File: src/rtl/quadrature_decoder_if.sv
// Encoder inputs, control requests and decoded outputs of the
// quadrature decoder, grouped as one bundle.
interface quadrature_decoder_if #(
    parameter int COUNT_WIDTH = 16
);
    logic                   enc_a;
    logic                   enc_b;
    logic                   count_latch;
    logic                   error_clear;
    logic                   qdec_inc;
    logic                   qdec_dec;
    logic                   qdec_error;
    logic [COUNT_WIDTH-1:0] count_data;
    logic                   count_valid;

    modport master (
        output enc_a, enc_b, count_latch, error_clear,
        input  qdec_inc, qdec_dec, qdec_error, count_data, count_valid
    );

    modport slave (
        input  enc_a, enc_b, count_latch, error_clear,
        output qdec_inc, qdec_dec, qdec_error, count_data, count_valid
    );
endinterface

File: src/rtl/quadrature_decoder.sv
// Synchronise, glitch-filter and 4x-decode incremental encoder A/B into
// inc/dec strobes, with a saturating pulse accumulator and error flag.
module quadrature_decoder #(
    parameter int FILTER_LENGTH = 4,
    parameter int COUNT_WIDTH   = 16
) (
    input logic                 clk,
    input logic                 reset,
    quadrature_decoder_if.slave bus
);
    typedef enum logic {ST_INIT, ST_RUN} state_t;

    localparam logic [COUNT_WIDTH-1:0] MAX_V = {1'b0, {(COUNT_WIDTH-1){1'b1}}};
    localparam logic [COUNT_WIDTH-1:0] MIN_V = {1'b1, {(COUNT_WIDTH-1){1'b0}}};

    state_t                 state_q, state_d;
    logic [1:0]             init_q, init_d;
    logic [1:0]             sync1_q, sync1_d;
    logic [1:0]             sync2_q, sync2_d;
    logic [1:0]             filt_q, filt_d;
    logic [1:0]             prev_q, prev_d;
    logic [1:0][7:0]        fcnt_q, fcnt_d;
    logic                   inc_q, inc_d;
    logic                   dec_q, dec_d;
    logic                   err_q, err_d;
    logic [COUNT_WIDTH-1:0] acc_q, acc_d;
    logic [COUNT_WIDTH-1:0] cdata_q, cdata_d;
    logic                   cvalid_q, cvalid_d;

    logic                   run;
    logic [1:0]             delta;
    logic                   fwd, rev, ill;
    logic [COUNT_WIDTH:0]   step_w, wide;
    logic [COUNT_WIDTH-1:0] sum;

    always_comb begin
        run      = (state_q == ST_RUN);
        state_d  = state_q;
        init_d   = init_q;
        sync1_d  = {bus.enc_a, bus.enc_b};
        sync2_d  = sync1_q;
        filt_d   = filt_q;
        fcnt_d   = fcnt_q;

        if (!run) begin
            filt_d = sync2_q;
            fcnt_d = '0;
            init_d = init_q + 2'd1;
            if (init_q == 2'd2) state_d = ST_RUN;
        end else begin
            for (int i = 0; i < 2; i++) begin
                if (sync2_q[i] == filt_q[i]) begin
                    fcnt_d[i] = 8'd0;
                end else if (({1'b0, fcnt_q[i]} + 9'd1) == 9'(FILTER_LENGTH)) begin
                    filt_d[i] = sync2_q[i];
                    fcnt_d[i] = 8'd0;
                end else begin
                    fcnt_d[i] = fcnt_q[i] + 8'd1;
                end
            end
        end

        // Keep prev in step with filt during INIT so RUN starts without a phantom edge.
        prev_d = run ? filt_q : filt_d;

        delta = filt_q ^ prev_q;
        fwd   = 1'b0;
        rev   = 1'b0;
        ill   = 1'b0;
        unique case (delta)
            2'b11: ill = 1'b1;
            2'b10: begin
                fwd = (prev_q[1] == prev_q[0]);
                rev = (prev_q[1] != prev_q[0]);
            end
            2'b01: begin
                fwd = (prev_q[1] != prev_q[0]);
                rev = (prev_q[1] == prev_q[0]);
            end
            default: ;
        endcase

        inc_d = run ? fwd : inc_q;
        dec_d = run ? rev : dec_q;
        err_d = run ? (ill | (err_q & ~bus.error_clear)) : err_q;

        step_w = '0;
        if (inc_q) step_w = (COUNT_WIDTH+1)'(1);
        else if (dec_q) step_w = '1;
        wide = {acc_q[COUNT_WIDTH-1], acc_q} + step_w;
        if (wide[COUNT_WIDTH] != wide[COUNT_WIDTH-1])
            sum = wide[COUNT_WIDTH] ? MIN_V : MAX_V;
        else
            sum = wide[COUNT_WIDTH-1:0];

        acc_d    = sum;
        cdata_d  = cdata_q;
        cvalid_d = bus.count_latch;
        if (bus.count_latch) begin
            cdata_d = sum;
            acc_d   = '0;
        end
    end

    always_ff @(posedge clk) begin
        if (!reset) begin
            state_q  <= ST_INIT;
            init_q   <= '0;
            sync1_q  <= '0;
            sync2_q  <= '0;
            filt_q   <= '0;
            prev_q   <= '0;
            fcnt_q   <= '0;
            inc_q    <= 1'b0;
            dec_q    <= 1'b0;
            err_q    <= 1'b0;
            acc_q    <= '0;
            cdata_q  <= '0;
            cvalid_q <= 1'b0;
        end else begin
            state_q  <= state_d;
            init_q   <= init_d;
            sync1_q  <= sync1_d;
            sync2_q  <= sync2_d;
            filt_q   <= filt_d;
            prev_q   <= prev_d;
            fcnt_q   <= fcnt_d;
            inc_q    <= inc_d;
            dec_q    <= dec_d;
            err_q    <= err_d;
            acc_q    <= acc_d;
            cdata_q  <= cdata_d;
            cvalid_q <= cvalid_d;
        end
    end

    assign bus.qdec_inc    = inc_q;
    assign bus.qdec_dec    = dec_q;
    assign bus.qdec_error  = err_q;
    assign bus.count_data  = cdata_q;
    assign bus.count_valid = cvalid_q;
endmodule

File: src/flat_wrapper.sv
// flat-port wrapper written by rule: the top's interface ports become plain ports
module quadrature_decoder_flat 
#(
    parameter int FILTER_LENGTH = 4,
    parameter int COUNT_WIDTH   = 16
)
  (clk, reset, bus_enc_a, bus_enc_b, bus_count_latch, bus_error_clear, bus_qdec_inc, bus_qdec_dec, bus_qdec_error, bus_count_data, bus_count_valid);
  quadrature_decoder_if #(.COUNT_WIDTH(COUNT_WIDTH)) bus_i ();
  input logic clk;
  input logic reset;
  input wire logic [$bits(bus_i.enc_a)-1:0] bus_enc_a;
  input wire logic [$bits(bus_i.enc_b)-1:0] bus_enc_b;
  input wire logic [$bits(bus_i.count_latch)-1:0] bus_count_latch;
  input wire logic [$bits(bus_i.error_clear)-1:0] bus_error_clear;
  output wire logic [$bits(bus_i.qdec_inc)-1:0] bus_qdec_inc;
  output wire logic [$bits(bus_i.qdec_dec)-1:0] bus_qdec_dec;
  output wire logic [$bits(bus_i.qdec_error)-1:0] bus_qdec_error;
  output wire logic [$bits(bus_i.count_data)-1:0] bus_count_data;
  output wire logic [$bits(bus_i.count_valid)-1:0] bus_count_valid;
  assign bus_i.enc_a = bus_enc_a;
  assign bus_i.enc_b = bus_enc_b;
  assign bus_i.count_latch = bus_count_latch;
  assign bus_i.error_clear = bus_error_clear;
  assign bus_qdec_inc = bus_i.qdec_inc;
  assign bus_qdec_dec = bus_i.qdec_dec;
  assign bus_qdec_error = bus_i.qdec_error;
  assign bus_count_data = bus_i.count_data;
  assign bus_count_valid = bus_i.count_valid;
  quadrature_decoder #(.FILTER_LENGTH(FILTER_LENGTH), .COUNT_WIDTH(COUNT_WIDTH)) u_core (.clk(clk), .reset(reset), .bus(bus_i));
endmodule
File: config.mk
export PLATFORM = sky130hd
export DESIGN_NAME = quadrature_decoder_flat
export DESIGN_NICKNAME = d
export VERILOG_FILES = /design/src/rtl/quadrature_decoder_if.sv /design/src/rtl/quadrature_decoder.sv /design/src/flat_wrapper.sv
export SDC_FILE = /design/constraint.sdc
export NUM_CORES = 1
export LEC_CHECK = 0
export BUFFER_PORTS_ARGS = -buffer_cell sky130_fd_sc_hd__clkbuf_2
export CORE_MARGIN = 1.5
export CORE_UTILIZATION = 55
export CTS_CLUSTER_DIAMETER = 120
export CTS_CLUSTER_SIZE = 8
export DETAILED_ROUTE_END_ITERATION = 8
export PLACE_DENSITY_LB_ADDON = 0.25
export SETUP_SLACK_MARGIN = 0.3
export SYNTH_ARGS = -nofsm -noshare
export SYNTH_HDL_FRONTEND = slang
export SYNTH_SLANG_ARGS = --single-unit
File: constraint.sdc
create_clock -name clk -period 5.8 [get_ports clk]
set_input_delay 1.16 -clock clk [delete_from_list [all_inputs] [get_ports clk]]
set_output_delay 1.16 -clock clk [all_outputs]
set_load 0.1 [all_outputs]
---- Word level (Yosys, flattened, before mapping) ----
Index checks and enable logic that the tools add are counted.
cells by class
  add/subtract/negate cells ............... 6
  eq/ne operators ......................... 11
  multiplexer cells ....................... 15
  bitwise logic cells ..................... 6
  reduce and logical (&&, ||, !) cells .... 3
operators by type and width
  kind                                            number
  2-to-1 mux 17 bit                               2
  2-to-1 mux 16 bit                               2
  adder 8 x 1 -> 9 bit (second input constant)    2
  == test 9 x 3 -> 1 bit (second input constant)  2
  adder 17 bit                                    1
  adder 8 x 1 -> 8 bit (second input constant)    2
  OR reduction 4 bit                              2
  2-to-1 mux 1 bit                                7
  == test 2 bit (second input constant)           3
  2-to-1 mux 2 bit                                2
  one-hot mux 1 bit (2 select lines)              2
  == test 1 bit                                   3
  inverter 1 bit                                  3
  adder 2 x 1 -> 2 bit (second input constant)    1
  == test 2 x 1 -> 1 bit (second input constant)  1
  inequality test 1 bit                           2
  OR reduction 2 bit                              1
  XOR 2 bit                                       1
  bitwise AND 1 bit                               1
  bitwise OR 1 bit                                1
word-level totals
  register bits ........................... 63
  input port bits ......................... 6
  output and inout bits ................... 20
  word-level logic and storage cells ...... 55

---- Depth between registers and ports, before layout ----
  word-level depth ........................ 6
  gate-level depth with buffers ........... 12
  mapped depth without buffers ............ 10

---- Least setup slack after synthesis ----
Ideal clock, no wire load.
  path type ............................... register to register
  start point ............................. register u_core.inc_q, in the netlist u_core.bus.qdec_inc
  end point ............................... register u_core.cdata_q[13], in the netlist u_core.bus.count_data[13]
  library setup time ...................... 0.125 ns
  data arrival time ....................... 3.944 ns
  data required time ...................... 5.675 ns
  slack ................................... 1.731 ns
  cell stages (with the launch flop) ...... 13
  path buffers ............................ 3
  clock period less this slack ............ 4.069 ns
  cell sequence ........................... dfxtp_1 nand2b_1 clkbuf_1 clkbuf_1 xnor2_1 ha_1 or4_4 nor3b_2 o221ai_1 o41ai_4 buf_4 maj3_2 o21ai_2
between the ends
  longest elaborated chain between the ends .. 4
  elaborated cells on any way between the ends .. 5
  classes of those cells .................. add/sub (1); eq/ne (1); mux (3)
RTL lines
  element                                                            RTL line                                            RTL
  from (decl)                                                        quadrature_decoder.sv:23                            logic inc_q, inc_d;
  from (signal assigned)                                             quadrature_decoder.sv:128                           inc_q <= inc_d;
  2-to-1 mux 17 bit *                                                quadrature_decoder.sv:88                            if (inc_q) step_w = (COUNT_WIDTH+1)'(1);
  adder 17 bit *                                                     quadrature_decoder.sv:90                            wide = {acc_q[COUNT_WIDTH-1], acc_q} + step_w;
  2-to-1 mux 16 bit / inequality test 1 bit (equally long branches)  quadrature_decoder.sv:92, quadrature_decoder.sv:91
  2-to-1 mux 16 bit *                                                quadrature_decoder.sv:91                            if (wide[COUNT_WIDTH] != wide[COUNT_WIDTH-1])
  to (signal assigned)                                               quadrature_decoder.sv:132                           cdata_q <= cdata_d;
  to (decl)                                                          quadrature_decoder.sv:27                            logic [COUNT_WIDTH-1:0] cdata_q, cdata_d;
Every way passes the cells marked *; elsewhere a longest branch is shown, timed or not.
A chain may end at the register's enable or synchronous reset.

---- Worst setup path in the final report ----
  start point ............................. register u_core.inc_q, in the netlist u_core.bus.qdec_inc
  end point ............................... register u_core.cdata_q[1], in the netlist u_core.bus.count_data[1]
The elaborated chain is that of the path after synthesis.

==> run metrics <==
dominant cells by area after synthesis=sky130_fd_sc_hd__dfxtp_1 (39%), sky130_fd_sc_hd__xor2_1 (5.2%), sky130_fd_sc_hd__nor2_1 (4.9%); Worst Hold Path EP=u_core.sync2_q[1]$_SDFF_PN0_; Area Overhead vs Synth=9.08%; Final GP Congestion=0.848; category of the most critical setup path=flop to flop; Clock Root Buffer=sky130_fd_sc_hd__clkbuf_8; Crit. End Element=flop; setup repair after global routing missed its margin=false; DR vias=2526; count of synthesis-stage warnings from yosys=0; post-synthesis share of cell area spent on and, or, nand and nor gates=approximately a quarter; post_cts resized=0; final global-route overflow total=0; count of buffers from port buffering=25; count of flip-flops with a built-in enable after synthesis=0; transition time of the tightest slew-check pin=1.14 ns; Req. time, crit path=6.00 ns; Starting Density=57.7%; fraction of the yosys area taken by sequential cells=between 30% and 40%; most instantiated flip-flop cell in the synthesis netlist=sky130_fd_sc_hd__dfxtp_1; delay of the slowest cell on the worst path=0.93 ns; maximum clock rate=0.251 GHz; antenna viol nets, final=0; CTS H-tree lvls=3; insertion delay of the later-clocked pin in the worst-skew pair=roughly 0.33 ns; die boundary height=~79 microns; number of unique standard cell types used by synthesis=55; Die Area=6280 sq um; post-synthesis cell count=between 300 and 400; Synth Area in Compound Gates=11.1%; most used standard cell by instance count after synthesis=sky130_fd_sc_hd__dfxtp_1; Leakage Power=1.23 nW; post-synth top area share=39.5%; die width=79.2 microns; status=finished clean; number of cells on the worst reg-to-reg path=9; final-report hold violation count=0; Max Clock Skew=0.00738 ns; final period utilization=between 60% and 70%; mux share of post-synthesis cell area=1.92%; origin of the worst min-delay path=u_core.sync1_q[1]$_SDFF_PN0_; combinational family with the most area after synthesis=simple AND/OR/NAND/NOR gates; setup-violating endpoint count in the final report=0; worst slew slack as a fraction of its limit=a little under a quarter; Clock Tree Buf Depth=2; Crit-path slowest cell=sky130_fd_sc_hd__o41ai_4; worst path arrival time=4.18 ns; first-pass GRT wire length=10.6 mm; total global routing track utilization=21.4%; final setup margin=1.82 ns; Power Density=roughly 270 nW/um^2; area of the placeable core=~5500 sq um; number of diodes=0; Worst-path clk slew=0.06 ns; drt via density=about 5.5; Total Neg Setup Slack=0 ns; Top Ports=26; adder and majority gate portion of the synthesized area=7.83%; Synth Net Count=~380; reg2reg setup slack=approximately 1.8 ns; startpoint of the most critical setup path=u_core.bus.qdec_inc$_SDFFE_PN0P_; ys async rst share=0%; floorplan row count=27; number of instances on the worst hold path=1; Detailed Place HPWL=~4.3 mm; length of the first detailed-routing pass in iterations=4; reg-to-reg critical path endpoint=u_core.bus.count_data[1]$_SDFFE_PN0P_; syn_area_per_cell=8.64 sq um; post-synthesis cell type with the largest combined area=sky130_fd_sc_hd__dfxtp_1; class of the most critical hold timing path=flop to flop; worst flop-to-flop path startpoint=u_core.bus.qdec_inc$_SDFFE_PN0P_; final WL=6.07 mm; vias in the first global route=~2400; final cell utilization of the core=62.9%; type of origin of the critical path=flop; Initial DRC Count=165; count of state elements after synthesis=63; Worst Setup Slack post-DPL=1.87 ns; net count reported at finish=~400; crit path time final=3.98 ns; worst-path cell chain=nand2b_1 -> xnor2_1 -> ha_1 -> or4_4 -> nor3b_2 -> o221ai_1 -> o41ai_4 -> maj3_2 -> o21ai_1; Hold-fix buffers, CTS=0; cell types with the highest counts after synthesis=sky130_fd_sc_hd__dfxtp_1 (63), sky130_fd_sc_hd__nor2_1 (42), sky130_fd_sc_hd__nand2_1 (36); TritonCTS clock tree=built; pins over their slew limit=0; clk sink count=63; detailed-route DRC error count=0; area of the mapped netlist=between 3000 and 4000 sq um; average detailed-routed wire length per instance=13.2 microns; synthesized-area fraction occupied by xor and xnor cells=9.32%; worst ir drop on vdd=336 uV; pin count of the biggest net entering global routing=24; layout cell share with drive strength beyond 1=15.5%; Setup Buffers After CTS=0; number of CTS-inserted buffers=9; maximum fanout count along the critical path=23; antenna violations before repair=0; Max Cap Viol=0
registers in the layout (all words and copies together) (netlist names), named ones only:
signal,count
u_core.acc_q,16
u_core.bus.count_data,16
u_core.bus.count_valid,1
u_core.bus.qdec_dec,1
u_core.bus.qdec_error,1
u_core.bus.qdec_inc,1
u_core.fcnt_q,16
u_core.init_q,2
u_core.prev_q,2
u_core.run,1
u_core.sync1_q,2
u_core.sync2_q,2
cell type report:
cell class | instances | area (sq um)
multi-input cells | 275 | 1790
clock buffers | 13 | 149
repair buffers | 25 | 125
flip-flops and latches | 63 | 1260
well taps | 72 | 90.1
clock inverters | 3 | 42.5
inverters | 8 | 30.0
fillers | 499 | 2050
critical path, delay by kind of cell (launching register included):
| kind | cells | cell delay [ns] |
|---|---|---|
| fa+ha+maj | 2 | 0.73 |
| xor+xnor | 1 | 0.13 |
| compound gates | 3 | 1.19 |
| flops | 1 | 0.42 |
| simple gates | 3 | 1.37 |
logic make-up after synthesis:
| kind of cell | after synthesis |
|---|---|
| AO/OA/AOI/OAI | 51 |
| buffers and inverters | 32 |
| adder cells (fa/ha/maj) | 22 |
| multiplexers | 6 |
| flip-flops | 63 |
| XOR/XNOR | 34 |
| AND/OR/NAND/NOR | 162 |
cells in the final DEF (no fill, tap or decap), types with 2 or more instances in the layout:
master / n
sky130_fd_sc_hd__o22ai_1: 2
sky130_fd_sc_hd__o21ai_1: 15
sky130_fd_sc_hd__clkbuf_8: 10
sky130_fd_sc_hd__a31oi_1: 2
sky130_fd_sc_hd__o21a_1: 2
sky130_fd_sc_hd__o21ai_0: 6
sky130_fd_sc_hd__nor3b_1: 2
sky130_fd_sc_hd__mux2i_1: 5
sky130_fd_sc_hd__maj3_2: 10
sky130_fd_sc_hd__nor2_1: 42
sky130_fd_sc_hd__a21oi_1: 7
sky130_fd_sc_hd__a21boi_0: 4
sky130_fd_sc_hd__or4_4: 2
sky130_fd_sc_hd__xor2_1: 19
sky130_fd_sc_hd__ha_1: 7
sky130_fd_sc_hd__nor4_1: 5
sky130_fd_sc_hd__and2_1: 7
sky130_fd_sc_hd__clkbuf_2: 25
sky130_fd_sc_hd__nor2b_1: 6
sky130_fd_sc_hd__dfxtp_1: 63
sky130_fd_sc_hd__nor3_1: 11
sky130_fd_sc_hd__and3_1: 4
sky130_fd_sc_hd__xnor2_1: 15
sky130_fd_sc_hd__nand3_1: 21
sky130_fd_sc_hd__inv_1: 8
sky130_fd_sc_hd__clkbuf_1: 3
sky130_fd_sc_hd__nand4_1: 3
sky130_fd_sc_hd__maj3_1: 5
sky130_fd_sc_hd__nand2_1: 36
sky130_fd_sc_hd__or3_1: 4
sky130_fd_sc_hd__nand2b_1: 10
routing by layer:
metal	up-vias	global-route usage [%]	share of wire, %
li1	1294	-	-
met4	0	9.12	1.1
met3	8	5.52	3.3
met2	32	34.8	48
met1	1192	26.9	47
met5	-	0	0
report_power, final:
group	leakage (nW)	switching (mW)	internal [mW]
logic	0.626	0.0708	0.0438
clock network	0.0936	0.159	0.210
registers	0.510	0.0240	0.451
through the flow:
step	total power, mW	instance area, sq um	hold WS, ns	cells
6_report	0.958	3490	0.441	459
5_1_grt	1.00	3490	0.466	459
4_1_cts	0.971	3490	0.449	459
3_5_place_dp	0.599	3290	0.434	443
3_3_place_gp	0.596	3290	0.413	443
2_1_floorplan	0.581	3200	0.412	370
worst max-delay path by stage:
stage	endpoint	slack, ns	cells past startpoint
2_1_floorplan	u_core.bus.count_data[13]$_SDFFE_PN0P_	1.73	12
3_5_place_dp	u_core.bus.count_data[1]$_SDFFE_PN0P_	1.87	9
4_1_cts	u_core.bus.count_data[1]$_SDFFE_PN0P_	1.88	9
6_report	u_core.bus.count_data[1]$_SDFFE_PN0P_	1.82	9
5_1_grt	u_core.bus.count_data[1]$_SDFFE_PN0P_	1.62	9
3_3_place_gp	u_core.bus.count_data[1]$_SDFFE_PN0P_	2.02	9
No activity file was read; power rests on OpenSTA's default activity.
